===== config.mk =====
export PLATFORM = sky130hd
export DESIGN_NAME = addr_gen
export DESIGN_NICKNAME = d
export VERILOG_FILES = /design/src/rtl/addr_gen.sv
export SDC_FILE = /design/constraint.sdc
export NUM_CORES = 1
export LEC_CHECK = 0
export CAP_MARGIN = 15
export CELL_PAD_IN_SITES_DETAIL_PLACEMENT = 1
export CELL_PAD_IN_SITES_GLOBAL_PLACEMENT = 2
export CORE_UTILIZATION = 30
export DETAILED_ROUTE_END_ITERATION = 12
export GPL_TIMING_DRIVEN = 0
export PLACE_DENSITY_LB_ADDON = 0.08
export SYNTH_ARGS = -nofsm -noshare
export SYNTH_HDL_FRONTEND = slang
export SYNTH_SLANG_ARGS = --single-unit
export TNS_END_PERCENT = 1

===== constraint.sdc =====
create_clock -name clk -period 3.7 [get_ports clk]
set_input_delay 0.74 -clock clk [delete_from_list [all_inputs] [get_ports clk]]
set_output_delay 0.74 -clock clk [all_outputs]
set_load 0.1 [all_outputs]

===== src/rtl/addr_gen.sv =====
// Address and RAM-control generator for a constant-geometry NTT over two ping-pong RAM pairs.
// One butterfly read per valid cycle; the matching two-word write emerges PIPE cycles later.
module addr_gen #(
    parameter int ADDRWIDTH = 8,
    parameter int STAGES    = ADDRWIDTH + 1,
    parameter int PIPE      = 4
) (
    input  logic                 clk,
    input  logic                 reset,
    input  logic                 start,
    input  logic                 valid,
    output logic [ADDRWIDTH-1:0] i,
    output logic [4:0]           stage,
    output logic                 en,
    output logic                 ram0_ena,
    output logic                 ram0_enb,
    output logic                 ram0_wea,
    output logic                 ram0_web,
    output logic                 ram1_ena,
    output logic                 ram1_enb,
    output logic                 ram1_wea,
    output logic                 ram1_web,
    output logic                 ram2_ena,
    output logic                 ram2_enb,
    output logic                 ram2_wea,
    output logic                 ram2_web,
    output logic                 ram3_ena,
    output logic                 ram3_enb,
    output logic                 ram3_wea,
    output logic                 ram3_web,
    output logic                 ram_flag_w,
    output logic                 stage_flag_w,
    output logic                 stage_flag_r,
    output logic [ADDRWIDTH-1:0] w_addr_0,
    output logic [ADDRWIDTH-1:0] w_addr_1,
    output logic [ADDRWIDTH-1:0] r_addr_0,
    output logic [ADDRWIDTH-1:0] r_addr_1
);

    localparam logic [1:0] S_IDLE  = 2'd0;
    localparam logic [1:0] S_READ  = 2'd1;
    localparam logic [1:0] S_DRAIN = 2'd2;

    localparam int                   CW        = (PIPE > 1) ? $clog2(PIPE) : 1;
    localparam logic [CW-1:0]        CNT_LAST  = CW'(PIPE - 1);
    localparam logic [4:0]           STG_LAST  = 5'(STAGES - 1);
    localparam logic [ADDRWIDTH-1:0] I_LAST    = '1;

    logic [1:0]           r_state;
    logic [ADDRWIDTH-1:0] r_i;
    logic [4:0]           r_stage;
    logic [CW-1:0]        r_cnt;

    logic                 r_sr_v [PIPE];
    logic [ADDRWIDTH-1:0] r_sr_i [PIPE];
    logic                 r_sr_s [PIPE];

    logic                 w_en;
    logic                 w_wv;
    logic [ADDRWIDTH-1:0] w_iw;
    logic                 w_sw;
    logic                 w_rd_lo;
    logic                 w_rd_hi;
    logic                 w_wr0;
    logic                 w_wr1;
    logic                 w_wr2;
    logic                 w_wr3;

    assign w_en = (r_state == S_READ) & valid;

    always_ff @(posedge clk) begin
        if (!reset) begin
            r_state <= S_IDLE;
            r_i     <= '0;
            r_stage <= '0;
            r_cnt   <= '0;
        end else begin
            case (r_state)
                S_IDLE: begin
                    if (start) r_state <= S_READ;
                end
                S_READ: begin
                    if (valid) begin
                        r_i <= r_i + 1'b1;
                        if (r_i == I_LAST) begin
                            r_cnt   <= '0;
                            r_state <= S_DRAIN;
                        end
                    end
                end
                S_DRAIN: begin
                    // Hold off the next stage until every write of this one has landed.
                    if (r_cnt == CNT_LAST) begin
                        r_cnt <= '0;
                        if (r_stage == STG_LAST) begin
                            r_stage <= '0;
                            r_state <= S_IDLE;
                        end else begin
                            r_stage <= r_stage + 1'b1;
                            r_state <= S_READ;
                        end
                    end else begin
                        r_cnt <= r_cnt + 1'b1;
                    end
                end
                default: r_state <= S_IDLE;
            endcase
        end
    end

    // Write-side delay line: runs every cycle so stalls on valid never delay in-flight writes.
    always_ff @(posedge clk) begin
        if (!reset) begin
            for (int p = 0; p < PIPE; p++) begin
                r_sr_v[p] <= 1'b0;
                r_sr_i[p] <= '0;
                r_sr_s[p] <= 1'b0;
            end
        end else begin
            r_sr_v[0] <= w_en;
            r_sr_i[0] <= r_i;
            r_sr_s[0] <= r_stage[0];
            for (int p = 1; p < PIPE; p++) begin
                r_sr_v[p] <= r_sr_v[p-1];
                r_sr_i[p] <= r_sr_i[p-1];
                r_sr_s[p] <= r_sr_s[p-1];
            end
        end
    end

    assign w_wv = r_sr_v[PIPE-1];
    assign w_iw = r_sr_i[PIPE-1];
    assign w_sw = r_sr_s[PIPE-1];

    assign w_rd_lo = w_en & ~r_stage[0];
    assign w_rd_hi = w_en &  r_stage[0];

    // Even stages read RAM0/1 and write RAM2/3; odd stages swap.
    assign w_wr0 = w_wv &  w_sw & ~w_iw[ADDRWIDTH-1];
    assign w_wr1 = w_wv &  w_sw &  w_iw[ADDRWIDTH-1];
    assign w_wr2 = w_wv & ~w_sw & ~w_iw[ADDRWIDTH-1];
    assign w_wr3 = w_wv & ~w_sw &  w_iw[ADDRWIDTH-1];

    assign ram0_ena = w_rd_lo | w_wr0;
    assign ram1_ena = w_rd_lo | w_wr1;
    assign ram2_ena = w_rd_hi | w_wr2;
    assign ram3_ena = w_rd_hi | w_wr3;
    assign ram0_enb = w_wr0;
    assign ram1_enb = w_wr1;
    assign ram2_enb = w_wr2;
    assign ram3_enb = w_wr3;
    assign ram0_wea = w_wr0;
    assign ram1_wea = w_wr1;
    assign ram2_wea = w_wr2;
    assign ram3_wea = w_wr3;
    assign ram0_web = w_wr0;
    assign ram1_web = w_wr1;
    assign ram2_web = w_wr2;
    assign ram3_web = w_wr3;

    assign i            = r_i;
    assign stage        = r_stage;
    assign en           = w_en;
    assign stage_flag_r = r_stage[0];
    assign r_addr_0     = r_i;
    assign r_addr_1     = r_i;

    // Write-side flags and addresses are held at 0 while no write is in flight.
    assign stage_flag_w = w_wv & ~w_sw;
    assign ram_flag_w   = w_wv & w_iw[ADDRWIDTH-1];
    assign w_addr_0     = w_wv ? {w_iw[ADDRWIDTH-2:0], 1'b0} : '0;
    assign w_addr_1     = w_wv ? {w_iw[ADDRWIDTH-2:0], 1'b1} : '0;

endmodule


[After elaboration in Yosys (flattened, before gate mapping)]
Memory sizes are Yosys's and may differ from the RTL's.
Cells that the tools add are included.
Operators by class
  bitwise gates (word level): 29
  reduce and logical (&&, ||, !) cells: 6
  mux-type cells: 27
  add/sub/neg operators: 3
  eq/ne operators: 9
Operator list (count)
  $mux W8: 6
  $or A1 B1 Y1: 16
  $mux W2: 7
  $mux W1: 11
  $and A1 B1 Y1: 10
  $add A8 B1 Y8 const B: 1
  $eq A8 B8 Y1 const B: 1
  $ne A2 B2 Y1 const B: 3
  $pmux W2 S3: 1
  $add A5 B1 Y5 const B: 1
  $eq A5 B4 Y1 const B: 1
  $mux W5: 1
  $eq A2 B2 Y1 const B: 2
  $pmux W2 S2: 1
  $reduce_and A2 Y1: 2
  $reduce_and A4 Y1: 1
  $not A1 Y1: 3
  $reduce_and A3 Y1: 1
  $add A2 B1 Y2 const B: 1
  $eq A2 B1 Y1 const B: 1
  $logic_not A2 Y1: 1
  $ne A2 B1 Y1 const B: 1
  $reduce_bool A2 Y1: 1
Storage, ports and cells
  bits in writable memories: 40
  register bits after elaboration: 17
  input port bits: 4
  memories: 3
  logic and storage cells: 81
  output and inout port bits: 65
Memories
  r_sr_i: words 4, bits a word 8, rd ports 4, clocked after memory_dff 0, wr ports 4, line 55  | logic [ADDRWIDTH-1:0] r_sr_i [PIPE];
  r_sr_s: words 4, bits a word 1, rd ports 4, clocked after memory_dff 0, wr ports 4, line 56  | logic r_sr_s [PIPE];
  r_sr_v: words 4, bits a word 1, rd ports 4, clocked after memory_dff 0, wr ports 4, line 54  | logic r_sr_v [PIPE];

[Longest topological paths before layout]
Gate-level depths: netlist of run 1.
An unclocked memory read counts as a cell.
  depth after elaboration: 5
  depth in mapped cells: 5

[Least setup slack after synthesis of run 1]
Ideal clock, no wire load.
  path type: register -> output
  start: memory r_sr_s[3]
  end: output ram3_ena
  data arrival time: 2839 ps
  cell stages (with the launch flop): 5
  path buffers: 0
  path slack: 121 ps
  cells stage by stage: dfxtp_1 > nand2b_1 > inv_1 > and2_1 > nand2b_1
RTL lines
  start: declaration: line 56
  end: declaration: line 27  | output logic ram3_ena,

[Final worst setup path of run 1]
  start: input valid
  end: output ram2_ena
Between the ends
  longest elaborated chain between the ends: 3
Ends and longest elaborated chain
  start: declaration: line 11  | input logic valid,
  $and A1 B1 Y1: line 69  | assign w_en = (r_state == S_READ) & valid;
  $and A1 B1 Y1: line 136  | assign w_rd_hi = w_en & r_stage[0];
  $or A1 B1 Y1: line 146  | assign ram2_ena = w_rd_hi | w_wr2;
  end: declaration: line 23  | output logic ram2_ena,
No other way between the ends.

==> key figures, run 1 <==
Global routing
  • GRT Util Overall: between 10% and 20%
  • Vias in the first global route: around 1.6k
  • Grt total ovfl: 0
  • Antenna violations before repair: 0
  • Largest net degree at the start of global routing: 12
  • Global-route wire length before repair: 7.56 mm

Clocking
  • Deepest level of the CTS H-tree: 3
  • CTS Sinks: 57
  • Total CTS buffers: 9
  • Root Buffer: clkbuf_8
  • Post-CTS setup buffer count: 0
  • Clock transition at path regs: 0.06 ns
  • Clock Latency Late Sink: approximately 0.33 ns
  • CTS tree: yes
  • CTS Buffer Depth: 2

Synth
  • Post-synthesis register bit count: 57
  • Avg Inst Size Synth: 9.75 µm²
  • Post-Syn Nets: 239
  • Synth area leaders: dfxtp_1 51%, and2_1 13%, buf_4 11%
  • Largest family of logic cells by synthesized area: simple AND/OR/NAND/NOR gates
  • Cell taking the most area after synthesis: dfxtp_1
  • Synth Area in Compound Gates: roughly 6.4%
  • Simple-gate portion of the synthesized area: between 20 and 25%
  • Share of the synthesized area in the top cell type: 50.7%
  • Seq/Total Area, Yosys: around 51%
  • Synth Area in Adders: about 2.2%
  • Mux share of post-synthesis cell area: under 10%
  • Post-synthesis cell area: approximately 2300 µm²
  • Synth warnings: 0
  • Gate Count Post-Synth: approximately 230
  • Post-synthesis cell type count: 34
  • Synth Area in XOR/XNOR: less than 1%

Setup path
  • Slowest-stage cell, CP: dlygate4sd2_1
  • Crit path capture type: output pin
  • Top Family by Delay on Critical Path: buffers and inverters
  • Worst R2R Path Depth: 5
  • CP Depth: 6
  • Crit start category: input port
  • Setup CP Type: in2out
  • Crit-path cells: clkdlybuf4s50_1 > nand3b_1 > inv_1 > nand2_1 > o21ai_0 > dlygate4sd2_1
  • Worst path bufs/invs: 3
  • Critical Path Fanout Max: 8
  • Max incr delay on CP: 0.88 ns
  • WP data required: around 3.0 ns
  • Data arrival time of the worst path: about 2.8 ns

Timing
  • Fmax: about 280 MHz
  • Clk_skew: roughly 0.0045 ns
  • Max-slew headroom: about 35%
  • Worst-margin pin slew: a little under 1 ns
  • Setup Viol. Count Final: 0
  • Slew Viols, Final: 0
  • RSZ-0062 raised after global routing: no
  • Crit share post-route: 95.2%
  • Final hold vios: 0
  • Hold WS: 0.431 ns
  • Min cycle time layout: around 3.5 ns

Route
  • Drt drc: 0
  • WL final: around 4.6 mm
  • Iter 0 DRT Violations: 90
  • Drt pass-1 iters: 4
  • Vias/cell: approximately 4.2
  • Avg WL per Cell: 11.2 µm
  • Vias post-DR: 1,726
  • Antenna-violating nets left: 0

Power
  • PD cells: about 420 nW/µm²
  • Leak pwr: approximately 1.4 nW
  • Maximum vdd drop: between 0.2 and 0.25 mV

Finish
  • Fin cells: 413
  • Area grow syn2layout: 45.1%
  • Filler instances: 846
  • Antenna cells: 0
  • Share of layout cells above drive strength 1: between 15 and 20%
  • Fin nets: around 320

Floorplan
  • I/O pins: slightly below 70
  • Initial Util: 31.1%
  • Die area: between 7000 and 8000 µm²
  • Die Wd: slightly below 90 µm
  • Height of the die: about 90 µm
  • Core footprint: about 7300 µm²
  • Std cell rows: 31

Hold path
  • Min-delay worst type: reg2reg
  • Hold Path Stages: 1

Placed design
  • PortBufs: 67
  • Gpl congestion: approximately 0.8
  • Placed cell count: roughly 400
  • Post-DP HPWL: between 3 and 4 mm

Outcome
  • Outcome: finished clean

Job
  • Max_cap viols: 0
==> path summary, 6_finish.rpt <==
path	from	end	slack, ns
worst max-delay path	valid	ram2_ena	0.18
worst min-delay path	r_sr_i[1][2]$_SDFF_PN0_	r_sr_i[2][2]$_SDFF_PN0_	0.43
worst max register to register	stage[0]$_SDFFE_PN0P_	stage[3]$_SDFFE_PN0P_	1.84
worst min register to register	r_sr_i[1][2]$_SDFF_PN0_	r_sr_i[2][2]$_SDFF_PN0_	0.43
==> layout make-up <==
cell class / count / area (µm²) / share of cell area (%)
multi-input cells: 126 / 803 / 24.6
inverters: 8 / 30.0 / 0.919
repair buffers: 67 / 672 / 20.6
plain buffers: 40 / 278 / 8.50
well taps: 99 / 124 / 3.79
clock inverters: 7 / 95.1 / 2.91
flip-flops and latches: 57 / 1140 / 34.9
clock buffers: 9 / 124 / 3.79
==> synthesized netlist by cell type, drive strengths merged <==
| cell type | number |
|---|---|
| and2 | 47 |
| nor2b | 1 |
| o221ai | 1 |
| o32a | 1 |
| xnor2 | 1 |
| nand4b | 2 |
| o21ai | 6 |
| nor3 | 2 |
| dfxtp | 57 |
| conb | 1 |
| o31ai | 2 |
| a21o | 1 |
| nand4 | 3 |
| a21oi | 8 |
| nor2 | 11 |
| buf | 34 |
| nand3b | 3 |
| and3 | 1 |
| nand2 | 7 |
| o311ai | 1 |
| or3b | 1 |
| o22ai | 1 |
| o22a | 1 |
| or3 | 7 |
| o311a | 1 |
| mux2i | 1 |
| nor4bb | 1 |
| mux2 | 3 |
| nand3 | 3 |
| ha | 4 |
| nand2b | 4 |
| clkbuf | 6 |
| inv | 8 |
==> kinds of logic after synthesis <==
| group | after synthesis |
|---|---|
| AO/OA/AOI/OAI | 23 |
| XOR/XNOR | 1 |
| adder cells (fa/ha/maj) | 4 |
| buffers and inverters | 48 |
| flip-flops | 57 |
| multiplexers | 4 |
| other | 1 |
| AND/OR/NAND/NOR | 93 |
==> timing repair <==
action                                 in CTS  in global routing
setup endpoints to repair                   3                  2
endpoints found under the hold margin       0                  0
gates resized for setup                     3                  2
hold buffers                                0                  0
==> layer usage <==
metal  routed length [µm]  track usage [%]
met1                 2090             14.7
met2                 2260             22.0
met3                  212             4.57
met4                   59             6.16
met5                    0                0
==> state kept, by name (all words and copies together) (netlist names) <==
signal,count
r_sr_i,32
i,8
stage,5
r_sr_s,4
r_sr_v,4
r_cnt,2
r_state,2
==> power breakdown <==
| group | switching (mW) | internal, mW | total [mW] |
|---|---|---|---|
| sequential | 0.00711 | 0.620 | 0.628 |
| combinational | 0.0783 | 0.0271 | 0.105 |
| clock | 0.248 | 0.378 | 0.626 |
| total | 0.333 | 1.03 | 1.36 |
==> placed cells by master, fill, tap and decap left out, types with 7 or more instances in the layout <==
cell and count:
clkdlybuf4s50_1 62, dfxtp_1 57, and2_1 47, buf_4 34, nor2_1 11, clkbuf_8 9, inv_1 8, a21oi_1 8
nand2_1 7, or3_1 7
==> metrics by stage <==
| stage | setup TNS, ns | total power [mW] | instance area [µm²] | utilization (%) | worst slack, ns |
|---|---|---|---|---|---|
| after floorplan | 0 | 0.721 | 2250 | - | 0.121 |
| after global placement | -0.277 | 0.748 | 3050 | 42.0 | -0.129 |
| after detailed placement | -0.274 | 0.749 | 3050 | 42.0 | -0.132 |
| after CTS | 0 | 1.38 | 3260 | 45.0 | 0.0271 |
| after global routing | 0 | 1.42 | 3270 | 45.0 | 0.0503 |
| final | 0 | 1.36 | 3270 | 45.0 | 0.176 |
Note: power is estimated with default switching activity, not from simulation.
==> run 2, diff against run 1 <==
Settings changed: GPL_TIMING_DRIVEN 0 to not set, PLACE_DENSITY set to 0.95, PLACE_DENSITY_LB_ADDON 0.08 to not set.
==> run 2 against run 1 <==
Against the previous run: clock power decreased by 4.2%; sequential power about the same; first-iteration DRC count decreased by 61%; setup slack improved by 0.55 ns; largest cell class unchanged; largest power group unchanged; highest routed layer unchanged.
==> key figures, run 2 (synthesis results as in run 1) <==
Outcome
  • Outcome: finished clean

Timing
  • Slew Viols, Final: 0 (unchanged)
  • Max-slew headroom: 34.2% (-0.31 points)
  • Setup Total Neg Slack: 0 ns (unchanged)
  • Crit share post-route: 80.3% (-15 points)
  • RSZ-0062 raised after global routing: no
  • Fmax: 336 MHz (+19%)
  • Worst-margin pin slew: 0.984 ns (+0.00468 ns)
  • Final hold vios: 0 (unchanged)
  • Min cycle time layout: 2.97 ns (-0.552 ns)
  • Hold WS: 0.434 ns (+0.00299 ns)
  • Setup Viol. Count Final: 0 (unchanged)
  • Clk_skew: 0.00396 ns (-0.000575 ns)

Finish
  • Max reg flops: 32 (unchanged)
  • Fin nets: 278 (-12%)
  • Antenna cells: 0 (unchanged)
  • Leading cell type in the layout, fill and taps excluded: dfxtp_1
  • Share of layout cells above drive strength 1: 19.6% (+2.1 points)
  • Fin cells: 374 (-9.4%)
  • Commonest non-fill, non-tap cells in the layout: 57 x dfxtp_1, 47 x and2_1, 33 x clkdlybuf4s50_1
  • Area grow syn2layout: 30.4%
  • Largest Register: r_sr_i

Setup path
  • Crit path capture type: output pin
  • Data arrival time of the worst path: 2.23 ns (-0.55 ns)
  • Worst R2R Path Depth: 5 (unchanged)
  • Setup CP Type: in2out
  • Worst R2R Start: stage[0]$_SDFFE_PN0P_
  • Max incr delay on CP: 0.54 ns (-0.34 ns)
  • WP data required: 2.96 ns (about the same)
  • FF-to-FF setup slack: 1.95 ns (+0.11 ns)
  • R2R Path End: stage[3]$_SDFFE_PN0P_
  • Crit-path cells: clkdlybuf4s50_1 > nand3b_1 > inv_1 > nand2_1 > o21ai_0 > buf_12
  • Crit start category: input port
  • Slowest-stage cell, CP: clkdlybuf4s50_1
  • Critical Path Fanout Max: 8 (unchanged)

Clocking
  • Clock Latency Late Sink: 0.33 ns (about the same)
  • Deepest level of the CTS H-tree: 3 (unchanged)
  • Root Buffer: clkbuf_8
  • CTS Sinks: 57 (unchanged)
  • Clock transition at path regs: 0.06 ns (about the same)
  • Post-CTS setup buffer count: 0 (unchanged)
  • Total CTS buffers: 9 (unchanged)
  • # hold bufs at CTS: 0 (unchanged)
  • CTS Buffer Depth: 2 (unchanged)
  • CTS tree: yes
  • Resize count post-CTS: 0 (-3)

Route
  • WL final: 4.53 mm (-2.2%)
  • Avg WL per Cell: 12.1 µm (+8.0%)
  • Antenna-violating nets left: 0 (unchanged)
  • Vias post-DR: 1,594 (-7.6%)
  • Vias/cell: 4.26 (+2.0%)
  • Drt pass-1 iters: 4 (unchanged)
  • Iter 0 DRT Violations: 35 (-61%)
  • Drt drc: 0 (unchanged)

Power
  • Leak pwr: 1.22 nW (-11%)
  • Comb pwr share: 7.6% (-0.2 points)
  • Sw power: 319 µW (-4.2%)
  • PD cells: 453 nW/µm² (+8.8%)
  • Share of total power in the clock network: 45.2% (-0.9 points)
  • Pint: 1.01 mW (-1.6%)
  • Maximum vdd drop: 0.256 mV (+22%)
  • Flop pwr share: 47.3% (+1.1 points)
  • Switch share: 24.0% (-0.50 points)

Global routing
  • Largest net degree at the start of global routing: 45 (+33)
  • Global-route wire length before repair: 7.17 mm (-5.2%)
  • GRT Util Overall: 12.4% (-0.62 points)
  • Grt total ovfl: 0 (unchanged)
  • Antenna violations before repair: 0 (unchanged)
  • Met3 usage: 4.38% (-0.19 points)
  • GR peak layer: met2
  • GRT met2 Usage: 20.6% (-1.4 points)
  • M1 GR Usage: 13.9% (-0.89 points)
  • Vias in the first global route: 1,517 (-4.6%)

Floorplan
  • I/O pins: 69 (unchanged)
  • Die Wd: 88.6 µm (unchanged)
  • Std cell rows: 31 (unchanged)
  • Initial Util: 31.1% (unchanged)
  • Core footprint: 7250 µm² (unchanged)
  • Die area: 7860 µm² (unchanged)
  • Height of the die: 88.6 µm (unchanged)

Placed design
  • PortBufs: 67 (unchanged)
  • Post-DP HPWL: 3.15 mm (-11%)
  • Gpl congestion: 0.764 (-5.2%)
  • Placed cell count: 358 (-9.8%)

Hold path
  • Worst hold endpoint: r_sr_i[1][5]$_SDFF_PN0_
  • Worst Hold Launch: r_sr_i[0][5]$_SDFF_PN0_
  • Hold Path Stages: 1 (unchanged)
  • Min-delay worst type: reg2reg

Job
  • Max_cap viols: 0 (unchanged)
==> run 2: routing by layer <==
| metal | vias up | wire (µm) |
|---|---|---|
| li1 | 804 | - |
| met1 | 740 | 2020 |
| met2 | 41 | 2160 |
| met3 | 9 | 242 |
| met4 | 0 | 104 |
| met5 | - | 0 |
==> run 2: cell type report <==
| class | instances | area, µm² |
|---|---|---|
| Clock buffer | 14 | 173 |
| Sequential cell | 57 | 1140 |
| Clock inverter | 2 | 35.0 |
| Multi-Input combinational cell | 126 | 803 |
| Tap cell | 99 | 124 |
| Fill cell | 840 | 4320 |
| Timing Repair Buffer | 68 | 631 |
| Inverter | 8 | 30.0 |
==> run 2: worst max-delay path: cells and delay by family <==
family / cells / cell delay [ns]
AOI/OAI and AO/OA: 1 / 0.17
buffers and inverters: 3 / 0.97
and+or+nand+nor: 2 / 0.35
==> run 2: power by group through the flow <==
stage | Combinational [mW] | Sequential (mW) | Clock, mW
after CTS | 0.101 | 0.628 | 0.616
after global placement | 0.0998 | 0.641 | 0
after floorplan | 0.0700 | 0.651 | 0
final | 0.101 | 0.628 | 0.600
after detailed placement | 0.101 | 0.641 | 0
after global routing | 0.106 | 0.629 | 0.642
==> run 2: how the worst max path moves through the flow <==
| stage | startpoint | to | slack (ns) | cells past startpoint |
|---|---|---|---|---|
| 3_5_place_dp | valid | ram2_ena | 0.74 | 6 |
| 3_3_place_gp | valid | ram2_ena | 0.77 | 6 |
| 5_1_grt | valid | ram2_ena | 0.58 | 6 |
| 6_report | valid | ram2_ena | 0.73 | 6 |
| 2_1_floorplan | r_sr_s[3]$_DFF_P_ | ram3_ena | 0.12 | 4 |
| 4_1_cts | valid | ram2_ena | 0.72 | 6 |
==> run 2: metrics by stage <==
stage | total power, mW | worst slack (ns) | util (%) | instance area, µm²
finish | 1.33 | 0.728 | 40.5 | 2940
global route | 1.38 | 0.578 | 40.5 | 2940
CTS | 1.34 | 0.716 | 40.5 | 2940
global placement | 0.741 | 0.775 | 37.6 | 2730
floorplan | 0.721 | 0.121 | - | 2250
detailed placement | 0.742 | 0.742 | 37.6 | 2730
==> run 3, diff against run 2 <==
Settings changed: CORE_UTILIZATION 30 to 25, PLACE_DENSITY 0.95 to 0.85.
Clock period 3.7 ns to 2.4 ns, I/O delays scaled along.
==> run 3 against run 2 <==
Against the previous run: final area increased by 3.7%; setup slack got worse by 0.55 ns; largest power group unchanged; via count increased by 2.3%; clock skew increased by 0.0044 ns; power increased by 43%; clock-buffer cell count decreased by 4; non-clock buffer count increased by 3; utilization decreased by 5.6 points; hold slack got worse by 0.0071 ns; critical path type unchanged; critical endpoint unchanged; combinational power increased by 62%; cell count increased by 3.2%; register-to-register slack got worse by 1.3 ns.
==> key figures, run 3 (synthesis results as in run 1) <==
Finish
  • Share of layout cells above drive strength 1: 33.1% (+13 points)
  • Antenna cells: 0 (unchanged)
  • Multi-input logic area: 813 µm² (+1.2%)
  • Commonest non-fill, non-tap cells in the layout: 57 x dfxtp_1, 51 x buf_4, 46 x and2_1
  • Fin nets: 281 (+1.1%)
  • Filler instances: 1,008 (+20%)
  • Register Area: 1140 µm² (unchanged)
  • Largest Register: r_sr_i
  • Area grow syn2layout: 35.2%
  • Max reg flops: 32 (unchanged)
  • Post-layout instance area: 3050 µm² (+3.7%)
  • Leading cell type in the layout, fill and taps excluded: dfxtp_1

Power
  • PD cells: 624 nW/µm² (+38%)
  • Total power: 1.90 mW (+43%)
  • Maximum vdd drop: 0.194 mV (-24%)
  • Leak pwr: 1.31 nW (+7.1%)

Global routing
  • Grt total ovfl: 0 (unchanged)
  • M1 GR Usage: 11.2% (-2.7 points)
  • GRT met2 Usage: 17.0% (-3.7 points)
  • Antenna violations before repair: 0 (unchanged)
  • Largest net degree at the start of global routing: 24 (-47%)
  • Met3 usage: 3.18% (-1.2 points)
  • GRT Util Overall: 10.0% (-2.4 points)
  • GR peak layer: met2
  • Global-route wire length before repair: 7.44 mm (+3.8%)
  • Vias in the first global route: 1,545 (+1.8%)

Timing
  • Slew Viols, Final: 0 (unchanged)
  • Min cycle time layout: 2.22 ns
  • RSZ-0062 raised after global routing: no
  • Worst-margin pin slew: 0.629 ns (-0.355 ns)
  • Hold WS: 0.427 ns (-0.00714 ns)
  • Fmax: between 400 and 500 MHz
  • Crit share post-route: about 90%
  • Setup Total Neg Slack: 0 ns (unchanged)
  • Max-slew headroom: 57.5% (+23 points)
  • Setup slack after layout: 0.182 ns (-0.546 ns)
  • Clk_skew: 0.00835 ns (+0.00440 ns)
  • Setup Viol. Count Final: 0 (unchanged)
  • Final hold vios: 0 (unchanged)

Floorplan
  • Die Wd: 96.9 µm (+9.3%)
  • Height of the die: 96.9 µm (+9.3%)
  • Initial Util: 25.8% (-5.2 points)
  • I/O pins: 69 (unchanged)
  • Die area: 9390 µm² (+20%)
  • Std cell rows: 34 (+9.7%)
  • Core footprint: 8720 µm² (+20%)

Job
  • Max_cap viols: 0 (unchanged)

Route
  • WL final: 4.58 mm (+1.2%)
  • Iter 0 DRT Violations: 24 (-31%)
  • Antenna-violating nets left: 0 (unchanged)
  • Vias post-DR: 1,631 (+2.3%)
  • Drt drc: 0 (unchanged)
  • Drt pass-1 iters: 4 (unchanged)
  • Vias/cell: 4.23 (-0.86%)
  • Avg WL per Cell: 11.9 µm (-2.0%)

Setup path
  • Setup CP Type: in2out
  • WP data required: 1.92 ns (-1.04 ns)
  • Crit start category: input port
  • Data arrival time of the worst path: 1.74 ns (-0.49 ns)
  • Critical Path Fanout Max: 3 (-5)
  • Crit path capture type: output pin

Clocking
  • CTS Sinks: 57 (unchanged)
  • CTS Buffer Depth: 2 (unchanged)
  • Post-CTS setup buffer count: 0 (unchanged)
  • Root Buffer: clkbuf_8
  • # hold bufs at CTS: 0 (unchanged)
  • Clock Latency Late Sink: 0.33 ns (about the same)
  • Clock transition at path regs: 0.07 ns (about the same)
  • Resize count post-CTS: 0 (unchanged)
  • Total CTS buffers: 9 (unchanged)
  • Deepest level of the CTS H-tree: 3 (unchanged)
  • CTS tree: yes

Placed design
  • Gpl congestion: 0.766 (+0.22%)
  • Cell Area, Placed: 2870 µm² (+5.3%)
  • Post-DP HPWL: 3.43 mm (+8.6%)
  • Placement Setup Slack: 0.162 ns (-0.580 ns)
  • PortBufs: 67 (unchanged)

Hold path
  • Min-delay worst type: reg2reg

Outcome
  • Outcome: finished clean
run 3: routing by layer:
layer / wire length, µm / share of wire, %
met1: 1970 / 43
met4: 87 / 1.9
met2: 2240 / 49
met5: 0 / 0
met3: 279 / 6.1
run 3: worst max-delay path, stage by stage:
cell	delay, ns
clkdlybuf4s50_1	0.52
nand3b_1	0.16
inv_1	0.13
nand2_1	0.13
o21ai_2	0.12
buf_12	0.19
run 3: per-stage QoR:
stage / utilization [%] / std cells
6_report: 34.9 / 386
4_1_cts: 34.9 / 386
2_1_floorplan: - / 231
3_3_place_gp: 32.9 / 370
3_5_place_dp: 32.9 / 370
5_1_grt: 34.9 / 386
run 3: final timing paths:
kind / depth (start not counted) / slack, ns / to / startpoint
worst max-delay path: 6 / 0.18 / ram2_ena / valid
worst min-delay path: 1 / 0.43 / r_sr_i[3][2]$_SDFF_PN0_ / r_sr_i[2][2]$_SDFF_PN0_
worst max register to register: 5 / 0.62 / stage[3]$_SDFFE_PN0P_ / stage[0]$_SDFFE_PN0P_
worst min register to register: 1 / 0.43 / r_sr_i[3][2]$_SDFF_PN0_ / r_sr_i[2][2]$_SDFF_PN0_
run 3: area by class of cell:
cell class	instances	share of cell area, %
Clock inverter	6	1.48
Timing Repair Buffer	71	24.7
Sequential cell	57	37.5
Clock buffer	10	4.19
Inverter	8	0.986
Tap cell	108	4.44
Multi-Input combinational cell	126	26.7
run 3: power by group:
part	switching [mW]	leakage [nW]	total, mW	internal, mW
combinational	0.122	0.771	0.164	0.0422
clock	0.395	0.0785	0.770	0.375
sequential	0.0110	0.460	0.967	0.956
